[src/rtl/sp_class_pkg.sv]
// Shared definitions for the binary32 class composer.
// Class bit positions follow the fclass result ordering.
package sp_class_pkg;

    localparam int CLS_NINF  = 0;
    localparam int CLS_NNORM = 1;
    localparam int CLS_NSUB  = 2;
    localparam int CLS_NZERO = 3;
    localparam int CLS_PZERO = 4;
    localparam int CLS_PSUB  = 5;
    localparam int CLS_PNORM = 6;
    localparam int CLS_PINF  = 7;
    localparam int CLS_SNAN  = 8;
    localparam int CLS_QNAN  = 9;

    localparam logic [31:0] POS_INF  = 32'h7F80_0000;
    localparam logic [31:0] NEG_INF  = 32'hFF80_0000;
    localparam logic [31:0] POS_ZERO = 32'h0000_0000;
    localparam logic [31:0] NEG_ZERO = 32'h8000_0000;
    localparam logic [7:0]  EXP_MAX  = 8'hFF;

    typedef enum logic [1:0] {
        IDLE  = 2'd0,
        CHECK = 2'd1,
        BUILD = 2'd2,
        DONE  = 2'd3
    } state_t;

    // Keep a normal exponent away from the zero/subnormal and inf/NaN codes.
    function automatic logic [7:0] clamp_norm_exp(input logic [7:0] e);
        if (e == 8'h00)
            return 8'h01;
        else if (e == EXP_MAX)
            return 8'hFE;
        else
            return e;
    endfunction

endpackage

[src/rtl/sp_class_composer_onehot.sv]
// Combinational test that a class code has exactly one bit set.
// Zero bits set is not one-hot.
module sp_onehot_check (
    input  logic [9:0] vec,
    output logic       is_onehot
);

    always_comb begin
        is_onehot = (vec != 10'd0) && ((vec & (vec - 10'd1)) == 10'd0);
    end

endmodule

[src/rtl/sp_class_composer.sv]
// Builds a binary32 value of a requested fclass category from a seed.
// Four-state start/busy/done sequence; the result is held until the next start.
module sp_class_composer
    import sp_class_pkg::*;
#(
    parameter bit          NAN_PAYLOAD = 1'b1,
    parameter logic [31:0] CANON_NAN   = 32'h7FC0_0000
) (
    input  logic        clk,
    input  logic        rst,
    input  logic        start,
    input  logic [9:0]  class_in,
    input  logic [30:0] seed,
    output logic [31:0] fp_out,
    output logic        err,
    output logic        busy,
    output logic        done
);

    state_t      state;
    state_t      state_nx;
    logic [9:0]  cls_q;
    logic [30:0] seed_q;
    logic        onehot;
    logic        onehot_q;
    logic        sign;
    logic [7:0]  exp_f;
    logic [22:0] man_f;
    logic [21:0] pay;
    logic [31:0] word;

    sp_onehot_check u_chk (
        .vec       (cls_q),
        .is_onehot (onehot)
    );

    always_ff @(posedge clk or posedge rst) begin
        if (rst)
            state <= IDLE;
        else
            state <= state_nx;
    end

    always_comb begin
        state_nx = state;
        busy     = (state != IDLE);
        done     = (state == DONE);
        unique case (state)
            IDLE:    if (start) state_nx = CHECK;
            CHECK:   state_nx = BUILD;
            BUILD:   state_nx = DONE;
            DONE:    state_nx = IDLE;
            default: state_nx = IDLE;
        endcase
    end

    always_ff @(posedge clk or posedge rst) begin
        if (rst) begin
            cls_q    <= '0;
            seed_q   <= '0;
            onehot_q <= 1'b0;
            fp_out   <= POS_ZERO;
            err      <= 1'b0;
        end else begin
            if (state == IDLE && start) begin
                cls_q  <= class_in;
                seed_q <= seed;
            end
            if (state == CHECK)
                onehot_q <= onehot;
            if (state == BUILD) begin
                fp_out <= onehot_q ? word : CANON_NAN;
                err    <= ~onehot_q;
            end
        end
    end

    // The decode runs only for a valid code, so exactly one arm can match.
    always_comb begin
        sign  = |cls_q[CLS_NZERO:CLS_NINF];
        exp_f = 8'h00;
        man_f = 23'h0;
        pay   = NAN_PAYLOAD ? seed_q[21:0] : 22'h0;
        if (onehot) begin
            unique case (1'b1)
                cls_q[CLS_NINF], cls_q[CLS_PINF]: begin
                    exp_f = EXP_MAX;
                end
                cls_q[CLS_NNORM], cls_q[CLS_PNORM]: begin
                    exp_f = clamp_norm_exp(seed_q[30:23]);
                    man_f = seed_q[22:0];
                end
                cls_q[CLS_NSUB], cls_q[CLS_PSUB]: begin
                    man_f = (seed_q[22:0] == 23'h0) ? 23'h1
                                                    : seed_q[22:0];
                end
                cls_q[CLS_NZERO], cls_q[CLS_PZERO]: begin
                    exp_f = 8'h00;
                end
                cls_q[CLS_SNAN]: begin
                    exp_f = EXP_MAX;
                    man_f = {1'b0, (pay == 22'h0) ? 22'h1 : pay};
                end
                cls_q[CLS_QNAN]: begin
                    exp_f = EXP_MAX;
                    man_f = {1'b1, pay};
                end
                default: begin
                    exp_f = 8'h00;
                end
            endcase
        end
        word = {sign, exp_f, man_f};
    end

endmodule

[config.mk]
export PLATFORM = sky130hd
export DESIGN_NAME = sp_class_composer
export DESIGN_NICKNAME = d
export VERILOG_FILES = /design/src/rtl/sp_class_pkg.sv /design/src/rtl/sp_class_composer_onehot.sv /design/src/rtl/sp_class_composer.sv
export SDC_FILE = /design/constraint.sdc
export NUM_CORES = 1
export LEC_CHECK = 0
export CAP_MARGIN = 20
export CORE_MARGIN = 5
export CORE_UTILIZATION = 44
export DETAILED_ROUTE_END_ITERATION = 16
export HOLD_SLACK_MARGIN = 0.05
export PLACE_DENSITY_LB_ADDON = 0.1
export SLEW_MARGIN = 40
export SYNTH_ARGS = -nofsm -noshare
export SYNTH_HDL_FRONTEND = slang
export SYNTH_SLANG_ARGS = --single-unit
[constraint.sdc]
create_clock -name clk -period 2.6 [get_ports clk]
set_input_delay 0.52 -clock clk [delete_from_list [all_inputs] [get_ports clk]]
set_output_delay 0.52 -clock clk [all_outputs]
set_load 0.03 [all_outputs]
==> impl_metrics.tcl <==
set metrics [dict create \
    status "finished, final reports clean" \
    switchingPower_mw 1.56 \
    power.density_mw_per_mm2 1000 \
    ant_nets 0 \
    cts_tree "built" \
    synth_top_area_frac 0.589 \
    path_class "flop to output pin" \
    htree_levels 3 \
    boundaryPins 79 \
    cp-start-kind "flop" \
    period_minus_slack_ns 2.33 \
    hold_buffers 0 \
    power_frac_comb 0.341 \
    synthCells 238 \
    final-hold-violation-count 0 \
    critPathRequiredTime_ns 2.08 \
    cp_slowest_cell "clkdlybuf4s50_1" \
    path_cells "inv_1, ha_1, inv_1, clkdlybuf4s50_1" \
    worst_path_largest_cell_delay_ns 0.67 \
    max_freq_mhz 428 \
    cts.repair.resized 0 \
    die_y_um 96.2 \
    r2r-end "fp_out[0]" \
    final_util 0.608 \
    wl_um 6760 \
    clock_tree.root_cell "clkbuf_8" \
    cts_made_buffers 9 \
    die_area_sq_mm 0.00925 \
    yosys_register_bits 77 \
    diodes 0 \
    cts_sinks 77 \
    p_leak_nw 1.80 \
    whs_ns 0.503 \
    synth_nets 287 \
    die_width_um 96.2 \
    finClkSkew_ns 0.00936 \
    cts_setup_buffers 0 \
    min_path_type "flop to flop" \
    rows 31 \
    crit_family "buffers and inverters" \
    worstRegToRegCells 6 \
    drc 0 \
    gp_congestion 0.708 \
    synth-async-reset-ratio 1.00 \
    grt_pass1_vias 2320 \
    slew_headroom 0.574 \
    swShare 0.351 \
    p_clk_frac 0.208 \
    initial_core_util 0.451 \
    via_count 2238 \
    worstReg2RegStart "cls_q[1]" \
    antenna_found_initial 0 \
    crit_start "state[0]" \
    crit_top_cell "inv_1" \
    finalMaxSlewViolations 0 \
    clkTransAtPathRegs_ns 0.08 \
    layout.cells.non_filler 428 \
    grt_pass1_wl_um 11400 \
    ys_types 37 \
    routed_via_density 5.23 \
    grt_max_degree 42 \
    synth_largest_area_cell "dfrtp_1" \
    internal_power_mw 2.87 \
    rrSetupSlack_ns 0.42 \
    postSynthAreaPerCell_sq_um 13.7 \
    drt_iter0_drc 59 \
    arrival_ns 1.81 \
    synth_ff_type "dfrtp_1" \
    clk_path_buf_depth 2 \
    netlist_area_sq_mm 0.00327 \
    rsz0062_at_grt "false" \
    fin_crit_sh 0.898 \
    cap_violations 0 \
    dp.final_hpwl_um 4900 \
    cp-endpoint "busy" \
    grt_use_total 0.161 \
    synth_area_leaders "dfrtp_1 59%, mux2_2 15%, a22o_1 5.9%, nor4_1 2.9%, o22a_1 2.1%" \
    globalRouteOverflowTotal 0 \
    peakVddDrop_v 0.000601 \
    critPathMaxFanout 4 \
    synth.most_common_cell "dfrtp_1" \
    syn_to_final_growth_pct 34.8 \
    yosysWarnings 0 \
    tightest_slew_ns 0.638 \
    worstSkewPairLatency_ns 0.33 \
    core_region_area_sq_mm 0.00725 \
    portBuffers 78 \
    nFillCells 606 \
    synth_edf_count 0 \
    yosysSeqAreaShare 0.589 \
    synthTopCellsByCount "77 x dfrtp_1, 43 x mux2_2, 22 x a22o_1" \
    setup_viol 0 \
    total_power_mw 4.43 \
    firstDrtPassIters 4 \
    power.share.sequential 0.451 \
    wl_per_cell_um 15.8 \
    fin_nets 373 \
    worstSetupEndpointType "output pin" \
    critPathBufInv 3 \
    fin_tns_setup_ns 0 \
    placedCellCount 412 \
    cp.depth 4 \
    drive_gt1_frac 0.240 \
]
==> layer usage <==
layer  vias to the layer above  wire length, um  GRT usage
met4                         0               52     0.0569
met3                         5              392     0.0391
met2                        52             3160      0.244
met5                         -                0          0
li1                       1073                -          -
met1                      1108             3150      0.224
==> metrics by stage <==
stage | area [sq um] | setup WS (ns)
floorplan | 3270 | 0.113
global placement | 4190 | 0.171
detailed placement | 4200 | 0.415
CTS | 4410 | 0.243
global route | 4410 | 0.161
finish | 4410 | 0.265
==> cells in the final DEF, fill, tap and decap left out, types with 2 or more instances in the layout <==
cell	count
or4_1	3
nand2_1	2
mux2_2	43
nor2b_1	2
inv_6	2
clkinv_2	2
nor2_1	6
buf_4	7
o22a_1	8
a22o_1	22
nor4_1	15
a21oi_1	9
ha_1	5
nor3_1	3
dfrtp_1	77
nand4_1	2
clkdlybuf4s50_1	78
o21ai_0	3
buf_12	2
or3_4	2
clkbuf_8	10
inv_1	5
==> area by class of cell <==
type / count / area (sq um) / area share
Clock buffer: 10 / 138 / 0.0312
Inverter: 6 / 23.8 / 0.00539
Timing Repair Buffer: 87 / 873 / 0.198
Multi-Input combinational cell: 143 / 1250 / 0.284
Clock inverter: 6 / 68.8 / 0.0156
Tap cell: 99 / 124 / 0.0281
Sequential cell: 77 / 1930 / 0.437
==> worst register-to-register path, stage by stage, from the launching register on <==
cell	delay, ns
dfrtp_1	0.48
or4_1	0.59
o311ai_1	0.40
nor4_4	0.05
buf_4	0.18
buf_4	0.19
a22o_1	0.20
==> worst min-delay path by stage <==
stage               start          to  slack, ns  depth (start not counted)
2_1_floorplan  seed_q[23]  seed_q[23]       0.47                          1
3_3_place_gp   seed_q[23]  seed_q[23]       0.49                          1
3_5_place_dp   fp_out[31]  fp_out[31]       0.48                          1
4_1_cts        seed_q[23]  seed_q[23]       0.51                          1
5_1_grt        seed_q[23]  seed_q[23]       0.52                          1
6_report       fp_out[25]  fp_out[25]       0.50                          1
==> registers in the layout, summed over array words and instances, names as in the netlist <==
register and count:
cls_q 10, err 1, fp_out 32, onehot_q 1, seed_q 31, state 2
==> cell families after synthesis <==
kind of cell	Yosys count	share of synthesized area
adder cells (fa/ha/maj)	6	0.0222
multiplexers	44	0.151
XOR/XNOR	1	0.00268
flip-flops	77	0.589
AO/OA/AOI/OAI	50	0.123
buffers and inverters	18	0.0279
AND/OR/NAND/NOR	42	0.0838
==> power groups by stage <==
stage / Combinational, mW / Clock, mW / Sequential (mW)
after detailed placement: 1.53 / 0 / 2.02
final: 1.51 / 0.920 / 2.00
after floorplan: 0.996 / 0 / 2.01
after global placement: 1.50 / 0 / 2.01
after CTS: 1.53 / 0.947 / 1.99
after global routing: 1.66 / 1.00 / 2.06
Power figures use the tool's default switching activity.
